[src/rtl/speed_sel_ctrl.sv]
`default_nettype none
// ============================================================================
// Module   : speed_sel_ctrl
// Purpose  : Game-speed sequencer. Produces a one-cycle movement tick at a
//            slow or fast rate and drives the registered 2:1 rate select.
//            Rate changes requested on req_sel are applied only on a tick
//            boundary, so every tick period is exactly SLOW_DIV or FAST_DIV
//            cycles. No period is ever shortened or stretched by a switch.
//            ack pulses for one cycle when the switch has taken effect.
// Ports    : clk      in   system clock, rising edge
//            rst_n    in   asynchronous active-low reset
//            req_sel  in   requested rate level (0 = slow, 1 = fast)
//            pause    in   freeze request (only with SPEED_CTRL_PAUSE_EN)
//            sel      out  current rate select (registered)
//            tick     out  one-cycle movement tick (registered)
//            ack      out  one-cycle pulse in the cycle sel changed
//            busy     out  high while a rate change is pending
//            cnt      out  current period count (observe)
// Options  : SPEED_CTRL_PAUSE_EN - when defined, pause=1 freezes the counter
//            and the FSM. When undefined, pause is not used.
// Revision : 1.0 - initial release
// ============================================================================
module speed_sel_ctrl #(
  parameter int CNT_W    = 16,
  parameter int SLOW_DIV = 1000,
  parameter int FAST_DIV = 250
) (
  input  logic             clk,
  input  logic             rst_n,
  input  logic             req_sel,
  input  logic             pause,
  output logic             sel,
  output logic             tick,
  output logic             ack,
  output logic             busy,
  output logic [CNT_W-1:0] cnt
);

  typedef enum logic [0:0] {
    ST_RUN  = 1'b0,
    ST_PEND = 1'b1
  } state_t;

  localparam logic [CNT_W-1:0] c_slow_term = CNT_W'(SLOW_DIV - 1);
  localparam logic [CNT_W-1:0] c_fast_term = CNT_W'(FAST_DIV - 1);

  state_t           r_state;
  state_t           w_next_state;
  logic [CNT_W-1:0] r_cnt;
  logic             r_tick;
  logic             r_sel;
  logic             r_ack;
  logic [CNT_W-1:0] w_term;
  logic             w_wrap;
  logic             w_count_en;
  logic             w_switch;

`ifdef SPEED_CTRL_PAUSE_EN
  assign w_count_en = ~pause;
`else
  // pause is kept on the port list for a uniform footprint but has no effect.
  logic w_unused_pause;
  assign w_unused_pause = pause;
  assign w_count_en     = 1'b1;
`endif

  // Terminal count follows the rate currently in force, so the period in
  // which a switch lands still runs at the old rate.
  assign w_term = r_sel ? c_fast_term : c_slow_term;
  assign w_wrap = (r_cnt == w_term);

  // --------------------------------------------------------------------------
  // Period counter and tick
  // --------------------------------------------------------------------------
  always_ff @(posedge clk or negedge rst_n) begin
    if (!rst_n) begin
      r_cnt  <= '0;
      r_tick <= 1'b0;
    end else if (w_count_en) begin
      if (w_wrap) begin
        r_cnt  <= '0;
        r_tick <= 1'b1;
      end else begin
        r_cnt  <= r_cnt + 1'b1;
        r_tick <= 1'b0;
      end
    end else begin
      // Frozen: hold the count, suppress ticks.
      r_tick <= 1'b0;
    end
  end

  // --------------------------------------------------------------------------
  // Rate-switch FSM: state register
  // --------------------------------------------------------------------------
  always_ff @(posedge clk or negedge rst_n) begin
    if (!rst_n) begin
      r_state <= ST_RUN;
    end else begin
      r_state <= w_next_state;
    end
  end

  // --------------------------------------------------------------------------
  // Rate-switch FSM: next state and switch decision
  // --------------------------------------------------------------------------
  always_comb begin
    w_next_state = r_state;
    w_switch     = 1'b0;
    case (r_state)
      ST_RUN: begin
        // A request seen on a wrap edge is not applied on that edge; it
        // waits for the next boundary.
        if (w_count_en && (req_sel != r_sel)) begin
          w_next_state = ST_PEND;
        end
      end
      ST_PEND: begin
        // Withdrawal is honoured even while frozen.
        if (req_sel == r_sel) begin
          w_next_state = ST_RUN;
        end else if (w_count_en && w_wrap) begin
          w_next_state = ST_RUN;
          w_switch     = 1'b1;
        end
      end
      default: begin
        w_next_state = ST_RUN;
      end
    endcase
  end

  // --------------------------------------------------------------------------
  // Select register and acknowledge pulse
  // --------------------------------------------------------------------------
  always_ff @(posedge clk or negedge rst_n) begin
    if (!rst_n) begin
      r_sel <= 1'b0;
      r_ack <= 1'b0;
    end else begin
      r_ack <= w_switch;
      if (w_switch) begin
        r_sel <= ~r_sel;
      end
    end
  end

  assign sel  = r_sel;
  assign tick = r_tick;
  assign ack  = r_ack;
  assign busy = (r_state == ST_PEND);
  assign cnt  = r_cnt;

endmodule
`default_nettype wire
[config.mk]
export PLATFORM = sky130hd
export DESIGN_NAME = speed_sel_ctrl
export DESIGN_NICKNAME = d
export VERILOG_FILES = /design/src/rtl/speed_sel_ctrl.sv
export SDC_FILE = /design/constraint.sdc
export NUM_CORES = 1
export LEC_CHECK = 0
export CAP_MARGIN = 10
export CORE_MARGIN = 2
export CORE_UTILIZATION = 35
export CTS_CLUSTER_DIAMETER = 100
export CTS_CLUSTER_SIZE = 24
export DETAILED_ROUTE_END_ITERATION = 10
export GPL_TIMING_DRIVEN = 0
export PLACE_DENSITY = 0.61
export SLEW_MARGIN = 5
export SYNTH_ARGS = -nofsm -noshare
export SYNTH_HDL_FRONTEND = slang
export SYNTH_SLANG_ARGS = --single-unit
[constraint.sdc]
create_clock -name clk -period 2.1 [get_ports clk]
set_input_delay 0.315 -clock clk [delete_from_list [all_inputs] [get_ports clk]]
set_output_delay 0.315 -clock clk [all_outputs]
set_load 0.05 [all_outputs]
* Yosys cells after proc, flatten, opt, wreduce, memory -nomap -nowiden
Index checks and enable logic that the tools add are counted.
** Storage, ports and cells
- Flip-flop bits (word level) :: 20
- Bits in latches :: 0
- Memory bits (writable) :: 0
- ROM bits :: 0
- Input port bits :: 4
- Output and inout bits :: 20
- Word-level logic and storage cells :: 20
- Memories kept :: 0
** Cells by class
- Add/subtract/negate cells :: 1
- Multiply operators :: 0
- Divide/modulo/power cells :: 0
- $lt $le $gt $ge :: 0
- Equal/unequal tests :: 3
- Shift operators :: 0
- Muxes and demuxes :: 9
- Bitwise gates (word level) :: 2
- Reductions and logical operators :: 0
** Operator list (count)
- $add A16 B1 Y16 const B :: 1
- $eq A16 B10 Y1 :: 1
- $mux W16 :: 1
- $mux W10 :: 1
- $mux W1 :: 6
- $not A1 Y1 :: 2
- $pmux W1 S2 :: 1
- $eq A1 B1 Y1 :: 1
- $ne A1 B1 Y1 :: 1

* Depth between registers and ports, before layout
Gate-level depths: netlist of run 1.
- Depth after elaboration :: 5
- Mapped depth :: 6
- Depth with buffers taken out :: 4

* Least setup slack after synthesis of run 1
OpenSTA, ideal clock, no wires.
- Path kind :: reg-to-reg
- From :: register r_cnt[2] (netlist: cnt[2])
- To :: register r_state (netlist: busy)
- Arrival :: 1.656 ns
- Data required time :: 1.953 ns
- Setup slack :: 0.298 ns
- Stages on the path, launching flop included :: 7
- Path buffers :: 2
- Cell sequence :: dfrtp_1 buf_4 nand4_1 or3_1 a21oi_2 buf_6 a21oi_1
** On the way
- Word-level cells in the longest chain between the ends :: 4
** RTL lines
- from (decl) :: line 49 : logic [CNT_W-1:0] r_cnt;
- from (signal assigned) :: line 84 : r_cnt <= r_cnt + 1'b1;
- $eq A16 B10 Y1 :: line 70 : assign w_wrap = (r_cnt == w_term);
- named net w_wrap :: line 54 : logic w_wrap;
- $mux W1 :: line 122 : end else if (w_count_en && w_wrap) begin
- $mux W1 :: line 120 : if (req_sel == r_sel) begin
- $pmux W1 S2 :: line 110 : case (r_state)
- named net w_next_state :: line 48 : state_t w_next_state;
- to (signal assigned) :: line 100 : r_state <= w_next_state;
- to (decl) :: line 47 : state_t r_state;
The timed path passes the listed nets, and every way through them passes these cells.
A chain may end at the register's enable or synchronous reset.

* Worst setup path in the final report of run 1
- From :: register r_cnt[3] (netlist: cnt[3])
- To :: output cnt[3]
** RTL lines
- to (decl) :: line 36 : output logic [CNT_W-1:0] cnt
No word-level cell between the ends.

==> impl_summary.log, run 1 <==
[metrics] worst-case vdd ir drop: 0.000245 V
[metrics] Syn-to-layout area delta: 29.3%
[metrics] unrepaired setup endpoints after global routing: no
[metrics] Slew @ Worst Pin: around 0.88 ns
[metrics] largest delay contributor family on the critical path: buffers and inverters
[metrics] met2 global-route usage: 0.206
[metrics] type of the worst min-delay path: flip-flop to flip-flop
[metrics] arrival time reported for the critical path endpoint: about 1.7 ns
[metrics] sink count of the clock tree: 20
[metrics] mean post-synth cell area: 11.2 sq um
[metrics] leakage: ~0.52 nW
[metrics] Cell Chain, Critical Path: clkdlybuf4s50_1
[metrics] final setup vio count: 0
[metrics] dpl hpwl: between 1000 and 1500 um
[metrics] Crit path required time: around 1.8 ns
[metrics] Total Neg Setup Slack: 0 ns
[metrics] first-pass GRT wire length: 3370 um
[metrics] asr flop ratio synth: 1.00
[metrics] # H-tree levels: 1
[metrics] startpoint types: flip-flop
[metrics] number of flops mapped to enable cells by yosys: 0
[metrics] Hold Vio Cnt, Final: 0
[metrics] cts bufs inserted: 3
[metrics] clock skew after layout: 0.00771 ns
[metrics] vertical extent of the die: 56.4 um
[metrics] most repeated cell in the gate-level netlist after synthesis: dfrtp_1
[metrics] Vias: 711
[metrics] Remaining Overflow, GRT: 0
[metrics] global-route total usage across every layer: 0.134
[metrics] share of cells above drive strength 1: 0.108
[metrics] clock input transition at the sequential cells of the worst setup and hold paths: approximately 0.11 ns
[metrics] Setup Crit Path Kind: flip-flop to output port
[metrics] Gate Count Post-Synth: 86
[metrics] buffers inserted by post-CTS timing repair: 0
[metrics] pre-CTS worst setup slack: ~0.45 ns
[metrics] # diodes: 0
[metrics] final weighted congestion in routability-driven placement: a little over 0.7
[metrics] post-layout utilization of the core: 0.463
[metrics] maximum number of pins on one net before global-route repair: 21
[metrics] footprint of the flip-flops and latches: 500 sq um
[metrics] vias in the first global route: 712
[metrics] floorplan die width: 56.4 um
[metrics] standard cell area after detailed placement: 1220 sq um
[metrics] run status: complete, no violations
[metrics] Synthesis Warnings: 0
[metrics] number of buffers on the longest clock path: 2
[metrics] Fillers: between 200 and 300
[metrics] clock latency at the later pin of the worst-skew pair: 0.29 ns
[metrics] number of buffers and inverters on the critical path: 1
[metrics] CTS tree: built
[metrics] final wirelength: 1930 um
[metrics] number of nets in the finished design: 118
[metrics] largest incremental delay on the critical path: 0.86 ns
[metrics] maximum clock rate: 505 MHz
[metrics] nature of the critical path endpoint: output port
[metrics] number of antenna violations at the first check in global routing: 0
[metrics] crit path max-delay cell type: clkdlybuf4s50_1
[metrics] netlist area before placement: 962 sq um
[metrics] Tmin final: ~2.0 ns
[metrics] cell type contributing the most total cell area after synthesis: dfrtp_1
[metrics] PostCTS Resize Cnt: 0
[metrics] number of routed nets with antenna violations: 0
[metrics] post-synth top area share: 0.520
[metrics] ys flop type: dfrtp_1
[metrics] Synth Register Bits: 20
[metrics] effective utilization at floorplan: 0.358
[metrics] Post-Syn Nets: 91
[metrics] area taken by multi-input logic gates: 424 sq um
[metrics] root buffer cell: clkbuf_4
[metrics] mean number of vias per cell: 5.01
[metrics] Power Total: 585 uW
[metrics] setup slack of the critical path after layout: 0.120 ns
[metrics] Post-Layout Inst Area: 1240 sq um
[metrics] synth top area cells: dfrtp_1 52%, xor2_1 7.3%, xnor2_1 6.4%
[metrics] final period utilization: 0.943
[metrics] Commonest cells post-synth: 20 x dfrtp_1, 10 x nor2_1, 8 x xor2_1
[metrics] Core ar.: 2690 sq um
[metrics] wire length per cell after detailed routing: 13.6 um
[metrics] routing layer with the top usage in global route: met2
[metrics] Unique masters post-synth: 28
[metrics] port bufs: 22
[metrics] met3 Track Usage GR: 0.0230
[metrics] GR met1 Demand/Resource: 0.184
[metrics] Site Rows: 19
[metrics] max_slew headroom: 0.413
[metrics] Final Max Slew Viols: 0
[metrics] Starting DRT DRC Count: 14
[metrics] peak fanout along the critical path: 8
[metrics] total I/O pin count: 24
[metrics] hold_buf cts: 0
[metrics] Post-route DRC: 0
[metrics] iteration count of the initial detailed-routing pass: 4
[metrics] share of synthesized area occupied by flip-flops and latches: 0.520
[metrics] Max-Cap Viols: 0
[metrics] Total Die Area: 3180 sq um
[metrics] power density over cell area: ~470 nW/um^2
[metrics] worst setup slack for register-to-register paths: 0.52 ns
## placed cells by master, fill, tap and decap left out
cell,instances
nand3_1,4
nor4_1,1
xnor2_1,7
buf_4,2
nor3b_1,1
and4bb_2,1
nand4_1,6
a21oi_1,1
o31a_1,1
dfrtp_1,20
buf_6,1
a21oi_2,1
xor2_1,8
o22a_1,1
ha_1,1
nor2b_1,1
and2_1,3
nor4_2,1
clkdlybuf4s50_1,22
nor3_2,1
clkbuf_4,3
or3_1,1
nand4b_1,1
nand2_1,4
nand4_2,1
nor3b_2,1
nand3b_1,1
and4_1,2
nor2_1,10
inv_1,3
## logic make-up after synthesis
| family | Yosys count | share of synthesized area |
|---|---|---|
| compound gates | 4 | 0.0325 |
| xor+xnor | 15 | 0.137 |
| simple gates | 40 | 0.259 |
| buf+inv | 6 | 0.0390 |
| flops | 20 | 0.520 |
| fa+ha+maj | 1 | 0.0130 |
## where the power goes
group          switching (mW)  internal [mW]
combinational          0.0135        0.00590
clock                   0.112         0.0667
sequential           0.000749          0.386
## cell type report
cell class              count  share of cell area
repair buffers             22               0.177
plain buffers               3              0.0211
flip-flops and latches     20               0.402
multi-input cells          60               0.341
clock buffers               3              0.0181
inverters                   3             0.00905
well taps                  31              0.0312
## sequential cells by signal, indices dropped and copies added, names as in the netlist
signal  flops
ack         1
tick        1
busy        1
sel         1
cnt        16
## stage by stage
step	std cells	hold WS, ns
2_1_floorplan	86	0.0194
3_3_place_gp	139	0.459
3_5_place_dp	139	0.476
4_1_cts	142	0.493
5_1_grt	142	0.506
6_report	142	0.488
## final timing paths
path / startpoint / to / cells past startpoint
max: cnt[3] / cnt[3] / 1
min: busy / busy / 1
max reg2reg: cnt[12] / sel / 4
min reg2reg: busy / busy / 1
max in group asynchronous: rst_n / cnt[7] / 1
min in group asynchronous: rst_n / ack / 1
## metal layers
layer / share of wire / vias up
met5: 0 / -
met4: 0.0099 / 0
met3: 0.034 / 2
met2: 0.47 / 14
met1: 0.49 / 348
li1: - / 347
Power figures use the tool's default switching activity.
==> inputs of run 2 (changes only) <==
--- a/config.mk
+++ b/config.mk
@@ -5,7 +5,6 @@
 export SDC_FILE = /design/constraint.sdc
 export NUM_CORES = 1
 export LEC_CHECK = 0
-export CAP_MARGIN = 10
 export CORE_MARGIN = 2
 export CORE_UTILIZATION = 35
 export CTS_CLUSTER_DIAMETER = 100
==> results of run 2 <==
No change in the layout: final DEF, timing and power equal those of run 1.
==> inputs of run 3 (changes only) <==
--- a/config.mk
+++ b/config.mk
@@ -11,7 +11,8 @@
 export CTS_CLUSTER_SIZE = 24
 export DETAILED_ROUTE_END_ITERATION = 10
 export GPL_TIMING_DRIVEN = 0
-export PLACE_DENSITY = 0.61
+export HOLD_SLACK_MARGIN = 0.03
+export PLACE_DENSITY = 0.63
 export SLEW_MARGIN = 5
 export SYNTH_ARGS = -nofsm -noshare
 export SYNTH_HDL_FRONTEND = slang
==> constraint.sdc (replaced) <==
create_clock -name clk -period 1.8 [get_ports clk]
set_input_delay 0.27 -clock clk [delete_from_list [all_inputs] [get_ports clk]]
set_output_delay 0.27 -clock clk [all_outputs]
set_load 0.05 [all_outputs]
==> run 3 against run 2 <==
  * Clock-buffer cell count grew 1
  * Core utilization shrank 0.33 points
  * Sequential share of layout area grew 0.39 points
  * Clock power grew 22%
  * Sequential cell count is the same
  * Clock skew grew 0.0018 ns
  * Global-route usage is essentially flat
==> impl_summary.log, run 3 (synthesis gave the netlist of run 1 again) <==
[metrics] worst setup slack for register-to-register paths: 0.23 ns (-0.29 ns)
[metrics] clock skew after layout: 0.00948 ns (+0.00177 ns)
[metrics] power density over cell area: 560 nW/um^2 (+19%)
[metrics] dpl hpwl: 1400 um (+1.4%)
[metrics] largest incremental delay on the critical path: 0.79 ns (-0.07 ns)
[metrics] leakage: 0.604 nW (+15%)
[metrics] setup slack of the critical path after layout: 0.0664 ns (-0.0533 ns)
[metrics] Tmin final: 1.73 ns
[metrics] Post-Layout Inst Area: 1230 sq um (-0.70%)
[metrics] number of nets in the finished design: 118 (unchanged)
[metrics] Total Die Area: 3180 sq um (unchanged)
[metrics] startpoint types: flip-flop
[metrics] count of cells along the worst register-to-register path: 4 (unchanged)
[metrics] pre-CTS worst setup slack: 0.191 ns (-0.255 ns)
[metrics] Vias: 724 (+1.8%)
[metrics] global-route total usage across every layer: 0.134 (-0.000290)
[metrics] reported net switching power: 148 uW (+18%)
[metrics] Post-route DRC: 0 (unchanged)
[metrics] final wirelength: 1930 um (+0.10%)
[metrics] top library cells by usage in the layout, fill and taps aside: 19 x dfrtp_1, 15 x dlygate4sd2_1, 10 x nor2_1, 8 x xor2_1, 7 x xnor2_1
[metrics] final weighted congestion in routability-driven placement: 0.768 (+5.7%)
[metrics] Max-Cap Viols: 0 (unchanged)
[metrics] Fillers: 276 (+4.2%)
[metrics] PostCTS Resize Cnt: 15 (+15)
[metrics] share of cells above drive strength 1: 0.116 (+0.00796)
[metrics] Clock Power Share: 0.316 (+0.011)
[metrics] cell internal power dissipation: 543 uW (+18%)
[metrics] vias in the first global route: 704 (-1.1%)
[metrics] final period utilization: 0.963
[metrics] beginning of the worst register-to-register path: cnt[11]
[metrics] Combinational Power Share: 0.033 (about the same)
[metrics] port bufs: 22 (unchanged)
[metrics] Crit path required time: 1.53 ns (-0.25 ns)
[metrics] Final Max Slew Viols: 0 (unchanged)
[metrics] maximum clock rate: 577 MHz
[metrics] clock input transition at the sequential cells of the worst setup and hold paths: 0.11 ns (about the same)
[metrics] nature of the critical path endpoint: output port
[metrics] type of the worst min-delay path: primary input to asynchronous set/reset pin
[metrics] mean number of vias per cell: 5.06 (+1.1%)
[metrics] Slew @ Worst Pin: 0.862 ns (-0.0155 ns)
[metrics] max reg flops: 16 (unchanged)
[metrics] iteration count of the initial detailed-routing pass: 4 (unchanged)
[metrics] unrepaired setup endpoints after global routing: no
[metrics] Power Total: 692 uW (+18%)
[metrics] crit path max-delay cell type: clkdlybuf4s50_1
[metrics] number of routed nets with antenna violations: 0 (unchanged)
[metrics] arrival time reported for the critical path endpoint: 1.46 ns (-0.21 ns)
[metrics] number of buffers on the longest clock path: 2 (unchanged)
[metrics] CTS tree: built
[metrics] Site Rows: 19 (unchanged)
[metrics] maximum number of pins on one net before global-route repair: 21 (unchanged)
[metrics] first-pass GRT wire length: 3310 um (-1.8%)
[metrics] Total Neg Setup Slack: 0 ns (unchanged)
[metrics] hold_buf cts: 0 (unchanged)
[metrics] sequential share of power: 0.652 (-0.009)
[metrics] Cell Chain, Critical Path: clkdlybuf4s50_1
[metrics] wire length per cell after detailed routing: 13.5 um (-0.60%)
[metrics] Switching Fraction: 0.215 (-0.00106)
[metrics] vertical extent of the die: 56.4 um (unchanged)
[metrics] number of buffers and inverters on the critical path: 1 (unchanged)
[metrics] Hold Vio Cnt, Final: 0 (unchanged)
[metrics] reg2reg end: sel
[metrics] leading cell type in the layout, fill and taps excluded: dfrtp_1
[metrics] Syn-to-layout area delta: 28.3%
[metrics] Core ar.: 2690 sq um (unchanged)
[metrics] # H-tree levels: 1 (unchanged)
[metrics] Starting DRT DRC Count: 15 (+1)
[metrics] number of antenna violations at the first check in global routing: 0 (unchanged)
[metrics] clock latency at the later pin of the worst-skew pair: 0.30 ns (about the same)
[metrics] final setup vio count: 0 (unchanged)
[metrics] # diodes: 0 (unchanged)
[metrics] root buffer cell: clkbuf_4
[metrics] max_slew headroom: 0.424 (+0.0104)
[metrics] peak fanout along the critical path: 2 (-6)
[metrics] total I/O pin count: 24 (unchanged)
[metrics] Remaining Overflow, GRT: 0 (unchanged)
[metrics] post-layout utilization of the core: 0.460 (-0.00326)
[metrics] Setup Crit Path Kind: flip-flop to output port
[metrics] number of stages on the worst setup path: 1 (unchanged)
[metrics] effective utilization at floorplan: 0.358 (unchanged)
[metrics] standard cell area after detailed placement: 1220 sq um (+0.10%)
[metrics] floorplan die width: 56.4 um (unchanged)
[metrics] cts bufs inserted: 3 (unchanged)
[metrics] largest delay contributor family on the critical path: buffers and inverters
[metrics] buffers inserted by post-CTS timing repair: 0 (unchanged)
[metrics] run status: complete, no violations
[metrics] worst-case vdd ir drop: 0.000334 V (+37%)
[metrics] sink count of the clock tree: 20 (unchanged)
run 3: routing by layer:
layer	global-route usage	routed length (um)	vias up
met5	0	0	-
met4	0.0714	37	0
met3	0.0230	61	5
met2	0.198	864	18
met1	0.186	966	352
li1	-	-	349
run 3: worst max-delay path by stage:
stage               slack, ns       to    start
floorplan                 0.1     busy   cnt[8]
global placement         0.21   cnt[3]   cnt[3]
detailed placement       0.19   cnt[3]   cnt[3]
CTS                      0.02  cnt[14]  cnt[14]
global route           0.0007   cnt[2]   cnt[2]
finish                   0.07   cnt[2]   cnt[2]
run 3: area by class of cell:
class                           instances  area (sq um)  share of cell area
Buffer                                  3          26.3              0.0213
Clock buffer                            4          26.3              0.0213
Inverter                                3          11.3             0.00912
Multi-Input combinational cell         60           424               0.343
Sequential cell                        20           502               0.406
Tap cell                               31          38.8              0.0314
Timing Repair Buffer                   22           206               0.167
run 3: power by group through the flow:
| stage | Clock [mW] | Sequential [mW] | Combinational [mW] |
|---|---|---|---|
| 3_5_place_dp | 0 | 0.460 | 0.0237 |
| 6_report | 0.218 | 0.451 | 0.0225 |
| 5_1_grt | 0.249 | 0.451 | 0.0256 |
| 4_1_cts | 0.226 | 0.451 | 0.0239 |
| 2_1_floorplan | 0 | 0.464 | 0.00295 |
| 3_3_place_gp | 0 | 0.460 | 0.0232 |
run 3: stage by stage:
stage	hold WS, ns	instances
floorplan	-0.0256	86
global placement	0.458	139
detailed placement	0.463	139
CTS	0.479	143
global route	0.508	143
finish	0.446	143
